===== config.mk =====
export PLATFORM = sky130hd
export DESIGN_NAME = keypad_scanner
export DESIGN_NICKNAME = d
export VERILOG_FILES = /design/src/rtl/keypad_pkg.sv /design/src/rtl/scan_tick_gen.sv /design/src/rtl/keypad_scanner.sv
export SDC_FILE = /design/constraint.sdc
export NUM_CORES = 1
export LEC_CHECK = 0
export BUFFER_PORTS_ARGS = -buffer_cell sky130_fd_sc_hd__buf_4
export CAP_MARGIN = 15
export CORE_MARGIN = 10
export CORE_UTILIZATION = 66
export CTS_BUF_LIST = sky130_fd_sc_hd__clkbuf_8
export DETAILED_ROUTE_END_ITERATION = 7
export PLACE_DENSITY = 0.87
export SYNTH_ARGS = -nofsm -noshare
export SYNTH_HDL_FRONTEND = slang
export SYNTH_SLANG_ARGS = --single-unit
export TNS_END_PERCENT = 10

===== constraint.sdc =====
create_clock -name clk -period 4.3 [get_ports clk]
set_input_delay 0 -clock clk [delete_from_list [all_inputs] [get_ports clk]]
set_output_delay 0 -clock clk [all_outputs]
set_load 0.03 [all_outputs]

===== src/rtl/keypad_pkg.sv =====
`default_nettype none
// ============================================================================
// Module  : keypad_pkg
// Brief   : Shared state type, key map and helpers for the keypad scanner.
// Revision: 1.0 - initial release
// ============================================================================
package keypad_pkg;

  typedef enum logic [1:0] {
    SCAN     = 2'd0,
    PRESS_DB = 2'd1,
    PRESSED  = 2'd2,
    REL_DB   = 2'd3
  } scan_state_t;

  // Indexed by {row, column}; row 3 carries '*' as E and '#' as F.
  localparam logic [15:0][3:0] c_keymap = {
    4'hD, 4'hF, 4'h0, 4'hE,
    4'hC, 4'h9, 4'h8, 4'h7,
    4'hB, 4'h6, 4'h5, 4'h4,
    4'hA, 4'h3, 4'h2, 4'h1
  };

  localparam logic [3:0] c_col_reset = 4'b1110;

  function automatic logic [3:0] col_strobe(input logic [1:0] idx);
    col_strobe = ~(4'b0001 << idx);
  endfunction

  function automatic logic [1:0] lowest_low_row(input logic [3:0] rs);
    if (!rs[0]) begin
      lowest_low_row = 2'd0;
    end else if (!rs[1]) begin
      lowest_low_row = 2'd1;
    end else if (!rs[2]) begin
      lowest_low_row = 2'd2;
    end else begin
      lowest_low_row = 2'd3;
    end
  endfunction

endpackage
`default_nettype wire


===== src/rtl/scan_tick_gen.sv =====
`default_nettype none
// ============================================================================
// Module  : scan_tick_gen
// Brief   : Divides clk by SCAN_DIV into a one-cycle column-dwell tick.
// Revision: 1.0 - initial release
// ============================================================================
module scan_tick_gen #(
  parameter int SCAN_DIV = 50000
) (
  input  logic clk,
  input  logic rst_n,
  output logic tick
);

  localparam int CNT_W = $clog2(SCAN_DIV);
  localparam logic [CNT_W-1:0] c_last = CNT_W'(SCAN_DIV - 1);

  logic [CNT_W-1:0] r_cnt;

  always_ff @(posedge clk or negedge rst_n) begin
    if (!rst_n) begin
      r_cnt <= '0;
    end else if (r_cnt == c_last) begin
      r_cnt <= '0;
    end else begin
      r_cnt <= r_cnt + CNT_W'(1);
    end
  end

  assign tick = (r_cnt == c_last);

endmodule
`default_nettype wire


===== src/rtl/keypad_scanner.sv =====
`default_nettype none
// ============================================================================
// Module  : keypad_scanner
// Brief   : 4x4 matrix keypad scanner with debounce and valid/ack delivery.
// Revision: 1.0 - initial release
// ============================================================================
module keypad_scanner
  import keypad_pkg::*;
#(
  parameter int SCAN_DIV = 50000,
  parameter int DEBOUNCE = 4
) (
  input  logic       clk,
  input  logic       rst_n,
  input  logic [3:0] row,
  output logic [3:0] col,
  output logic [3:0] key_code,
  output logic       key_valid,
  input  logic       key_ack,
  output logic       key_held,
  output logic       key_overrun
);

  localparam int DB_W = $clog2(DEBOUNCE + 1);
  localparam logic [DB_W-1:0] c_db_last = DB_W'(DEBOUNCE - 1);

  logic            w_tick;
  logic [3:0]      r_row_meta;
  logic [3:0]      r_rs;
  scan_state_t     r_state;
  logic [1:0]      r_col_idx;
  logic [1:0]      r_row_idx;
  logic [DB_W-1:0] r_db_cnt;
  logic [3:0]      r_col;
  logic [3:0]      r_key_code;
  logic            r_key_valid;
  logic            r_key_held;
  logic            r_key_overrun;

  logic            w_any_low;
  logic            w_row_up;
  logic [1:0]      w_col_next;

  scan_tick_gen #(
    .SCAN_DIV (SCAN_DIV)
  ) u_tick_gen (
    .clk   (clk),
    .rst_n (rst_n),
    .tick  (w_tick)
  );

  // Rows are raw pad inputs; only the second flop is ever looked at.
  always_ff @(posedge clk or negedge rst_n) begin
    if (!rst_n) begin
      r_row_meta <= 4'b1111;
      r_rs       <= 4'b1111;
    end else begin
      r_row_meta <= row;
      r_rs       <= r_row_meta;
    end
  end

  assign w_any_low  = ~&r_rs;
  assign w_row_up   = r_rs[r_row_idx];
  assign w_col_next = r_col_idx + 2'd1;

  always_ff @(posedge clk or negedge rst_n) begin
    if (!rst_n) begin
      r_state       <= SCAN;
      r_col_idx     <= '0;
      r_row_idx     <= '0;
      r_db_cnt      <= '0;
      r_col         <= c_col_reset;
      r_key_code    <= '0;
      r_key_valid   <= 1'b0;
      r_key_held    <= 1'b0;
      r_key_overrun <= 1'b0;
    end else begin
      r_key_overrun <= 1'b0;
      if (r_key_valid && key_ack) begin
        r_key_valid <= 1'b0;
      end
      // An accept below overrides the ack clear, so a coincident new key wins.
      if (w_tick) begin
        case (r_state)
          SCAN: begin
            if (w_any_low) begin
              r_row_idx <= lowest_low_row(r_rs);
              r_db_cnt  <= '0;
              r_state   <= PRESS_DB;
            end else begin
              r_col_idx <= w_col_next;
              r_col     <= col_strobe(w_col_next);
            end
          end
          PRESS_DB: begin
            if (!w_row_up) begin
              if (r_db_cnt == c_db_last) begin
                r_key_code    <= c_keymap[{r_row_idx, r_col_idx}];
                r_key_valid   <= 1'b1;
                r_key_overrun <= r_key_valid && !key_ack;
                r_key_held    <= 1'b1;
                r_state       <= PRESSED;
              end else begin
                r_db_cnt <= r_db_cnt + DB_W'(1);
              end
            end else begin
              r_state   <= SCAN;
              r_col_idx <= w_col_next;
              r_col     <= col_strobe(w_col_next);
            end
          end
          PRESSED: begin
            if (w_row_up) begin
              r_db_cnt <= '0;
              r_state  <= REL_DB;
            end
          end
          REL_DB: begin
            if (w_row_up) begin
              if (r_db_cnt == c_db_last) begin
                r_key_held <= 1'b0;
                r_state    <= SCAN;
                r_col_idx  <= w_col_next;
                r_col      <= col_strobe(w_col_next);
              end else begin
                r_db_cnt <= r_db_cnt + DB_W'(1);
              end
            end else begin
              r_state <= PRESSED;
            end
          end
          default: r_state <= SCAN;
        endcase
      end
    end
  end

  assign col         = r_col;
  assign key_code    = r_key_code;
  assign key_valid   = r_key_valid;
  assign key_held    = r_key_held;
  assign key_overrun = r_key_overrun;

endmodule
`default_nettype wire


==> impl_metrics.env <==
export IMPL_seq_area_frac_synth_pct=48.2
export IMPL_synth_cell_types=44
export IMPL_drive_gt1_share_pct=21.1
export IMPL_period_share_pct=51.0
export IMPL_yosysWarnings=0
export IMPL_core_area_um2=3360
export IMPL_grt_ovfl_total=0
export IMPL_critical_path_class="register to register"
export IMPL_viasPerCell=6.17
export IMPL_gp_congestion=0.866
export IMPL_grt_max_degree=45
export IMPL_met3_usage_pct=4.17
export IMPL_top_usage_layer="met2"
export IMPL_power_uw=701
export IMPL_rows=21
export IMPL_dpl_hpwl_um=3350
export IMPL_finClkSkew_ps=12.1
export IMPL_drcViolationCount=0
export IMPL_nets=248
export IMPL_setup_viol=0
export IMPL_max_freq_ghz=0.456
export IMPL_crit_cells=5
export IMPL_hold_class="input port to asynchronous set/reset pin"
export IMPL_die_h_um=79.2
export IMPL_startpoint_type="register"
export IMPL_slowest_stage="nor4_4"
export IMPL_synth_nets=230
export IMPL_numCtsBuffers=5
export IMPL_avgSynthCellArea_um2=10.9
export IMPL_clock_path_buffers=2
export IMPL_timing_worst_slew_pin_value_ps=625
export IMPL_antenna_found_initial=0
export IMPL_synth_ff_type="dfrtp_1"
export IMPL_drv_cap=0
export IMPL_worst_path_buf_inv=0
export IMPL_hold_viol=0
export IMPL_cpPeakStageDelay_ps=500
export IMPL_drt_iter0_markers=178
export IMPL_firstDrtPassIters=5
export IMPL_clock_root_buffer="clkbuf_8"
export IMPL_cp_end_kind="register"
export IMPL_grt_use_total_pct=15.8
export IMPL_path_delay_family="simple AND/OR/NAND/NOR gates"
export IMPL_antenna_cells=0
export IMPL_synth_cells=213
export IMPL_drt_wl_total_um=4650
export IMPL_met1_usage_pct=18.0
export IMPL_area_growth_pct=11.4
export IMPL_cts_max_level=2
export IMPL_synth_top_cell_by_area="dfrtp_1"
export IMPL_power_density_nw_per_um2=272
export IMPL_dieWidth_um=79.2
export IMPL_setup_total_negative_slack_ps=0
export IMPL_maxSlewHeadroom_pct=58.3
export IMPL_die_area_um2=6280
export IMPL_fillers=225
export IMPL_crit_chain="ha_1 -> and4_1 -> nand4_1 -> nor4_4 -> mux2_2"
export IMPL_synth_area_um2=2310
export IMPL_wl_per_cell_um=16.7
export IMPL_peakVddDrop_mv=0.261
export IMPL_period_needed_ps=2190
export IMPL_dp_slack_ps=2130
export IMPL_status="completed"
export IMPL_p_leak_nw=1.17
export IMPL_pin_count=18
export IMPL_tritoncts="done"
export IMPL_cts_setup_buffers=0
export IMPL_yosys_area_top_type_share_pct=35.7
export IMPL_rsz0062_at_grt="false"
export IMPL_synth_top_cells_by_area="dfrtp_1 36%, dfstp_2 12%, ha_1 5.4%, mux2i_1 3.9%, xor2_1 3.0%"
export IMPL_first_global_vias=1768
export IMPL_worstPathArrival_ps=2360
export IMPL_worstSkewPairLatency_ps=290
export IMPL_critPathMaxFanout=7
export IMPL_synth_seq_cells=44
export IMPL_initial_utilization_pct=68.8
export IMPL_route_vias_total=1714
export IMPL_postSynth_asyncResetShare_pct=100
export IMPL_clk_pin_slew_ps=80
export IMPL_ant_nets=0
export IMPL_portBuffers=17
export IMPL_clock_sinks=44
export IMPL_setup_slack_ps=2110
export IMPL_final_max_slew_viol_count=0
export IMPL_met2_usage_pct=26.3
export IMPL_grt_pass1_wl_um=8020
export IMPL_reg2reg_depth=5
export IMPL_synth_edf_count=0
export IMPL_critical_path_required_ps=4470
[timing repair]
item                      4_1_cts  5_1_grt
gates resized for setup         0        0
hold endpoints to repair       38        0
hold buffers                    6        0
[final timing paths]
path,endpoint,from,slack [ps]
worst max-delay path,key_code[3]$_DFFE_PN0P_,u_tick_gen.r_cnt[0]$_DFF_PN0_,2110
worst min-delay path,r_db_cnt[0]$_DFFE_PN0P_,rst_n,230
worst max register to register,key_code[3]$_DFFE_PN0P_,u_tick_gen.r_cnt[0]$_DFF_PN0_,2110
worst min register to register,r_rs[2]$_DFF_PN1_,r_row_meta[2]$_DFF_PN1_,360
max in group asynchronous,r_rs[2]$_DFF_PN1_,rst_n,3690
min in group clk,r_rs[2]$_DFF_PN1_,r_row_meta[2]$_DFF_PN1_,360
[layout by cell type (no fill, tap or decap), types with 2 or more instances in the layout]
master	instances
o21ai_0	10
mux2i_1	9
nand4b_1	2
nand2b_1	2
nand2_1	13
dlygate4sd3_1	6
buf_4	17
nand3_1	12
a41oi_1	3
mux2_2	6
nor2_1	14
nand3b_1	2
a31oi_1	2
and4bb_2	2
mux4_2	2
ha_1	10
a21oi_1	3
nor3_1	7
mux2_4	2
clkbuf_8	6
xor2_1	8
nand4_1	6
or3_1	4
o31ai_1	4
dfrtp_1	33
xnor2_1	4
inv_1	16
dfstp_2	11
and4_1	2
[metal layers]
layer | share of wire [%] | vias to the layer above
met5 | 0 | -
met4 | 3.2 | 0
met3 | 4.7 | 16
met2 | 50 | 55
met1 | 42 | 851
li1 | - | 792
[power breakdown]
part	internal [mW]	leakage, nW	switching [mW]
Sequential	0.421	0.562	0.00219
Clock	0.126	0.0538	0.129
Combinational	0.00920	0.551	0.0133
[Yosys cell counts (2+ instances only)]
master	number
nand2_1	13
nand2b_1	2
or3_1	4
and4bb_2	2
a41oi_1	3
a21oi_1	3
a31oi_1	2
buf_2	3
mux2_2	6
xor2_1	8
mux2_4	2
dfrtp_1	33
nand4_1	6
o31ai_1	4
inv_1	14
nor2_1	14
nor3_1	7
nand3b_1	2
xnor2_1	4
clkbuf_1	5
nand3_1	12
buf_6	3
mux4_2	2
dfstp_2	11
nand4b_1	2
mux2i_1	9
o21ai_0	10
and4_1	2
ha_1	10
[per-stage QoR]
| step | hold slack, ps | instances | area, um^2 | utilization [%] |
|---|---|---|---|---|
| finish | 227 | 278 | 2580 | 76.7 |
| global route | 263 | 278 | 2580 | 76.7 |
| CTS | 250 | 278 | 2580 | 76.7 |
| detailed placement | 17.1 | 264 | 2430 | 72.2 |
| global placement | 11.6 | 264 | 2430 | 72.2 |
| floorplan | -296 | 213 | 2310 | - |
[kinds of logic (layout without fill, tap and decap cells)]
| family | after synthesis | in the layout | synth area share [%] |
|---|---|---|---|
| fa+ha+maj | 10 | 10 | 5.41 |
| flops | 44 | 44 | 48.2 |
| compound gates | 28 | 28 | 8.00 |
| xor+xnor | 12 | 12 | 4.54 |
| mux | 19 | 19 | 10.1 |
| simple gates | 74 | 74 | 18.5 |
| buf+inv | 26 | 45 | 5.35 |
[flip-flops by register name, summed over array words and instances (netlist names), 2 cells and up, named ones only]
register / flops
r_rs: 4
r_row_idx: 2
r_col_idx: 2
r_row_meta: 4
r_db_cnt: 3
u_tick_gen.r_cnt: 16
col: 4
key_code: 4
[area by class of cell]
type / count / area [um^2] / area share [%]
Sequential cell: 44 / 1110 / 43.2
Multi-Input combinational cell: 143 / 1080 / 41.7
Timing Repair Buffer: 23 / 188 / 7.28
Clock buffer: 6 / 82.6 / 3.20
Tap cell: 46 / 57.6 / 2.23
Inverter: 14 / 52.6 / 2.04
Clock inverter: 2 / 7.51 / 0.291
Power figures use the tool's default switching activity.
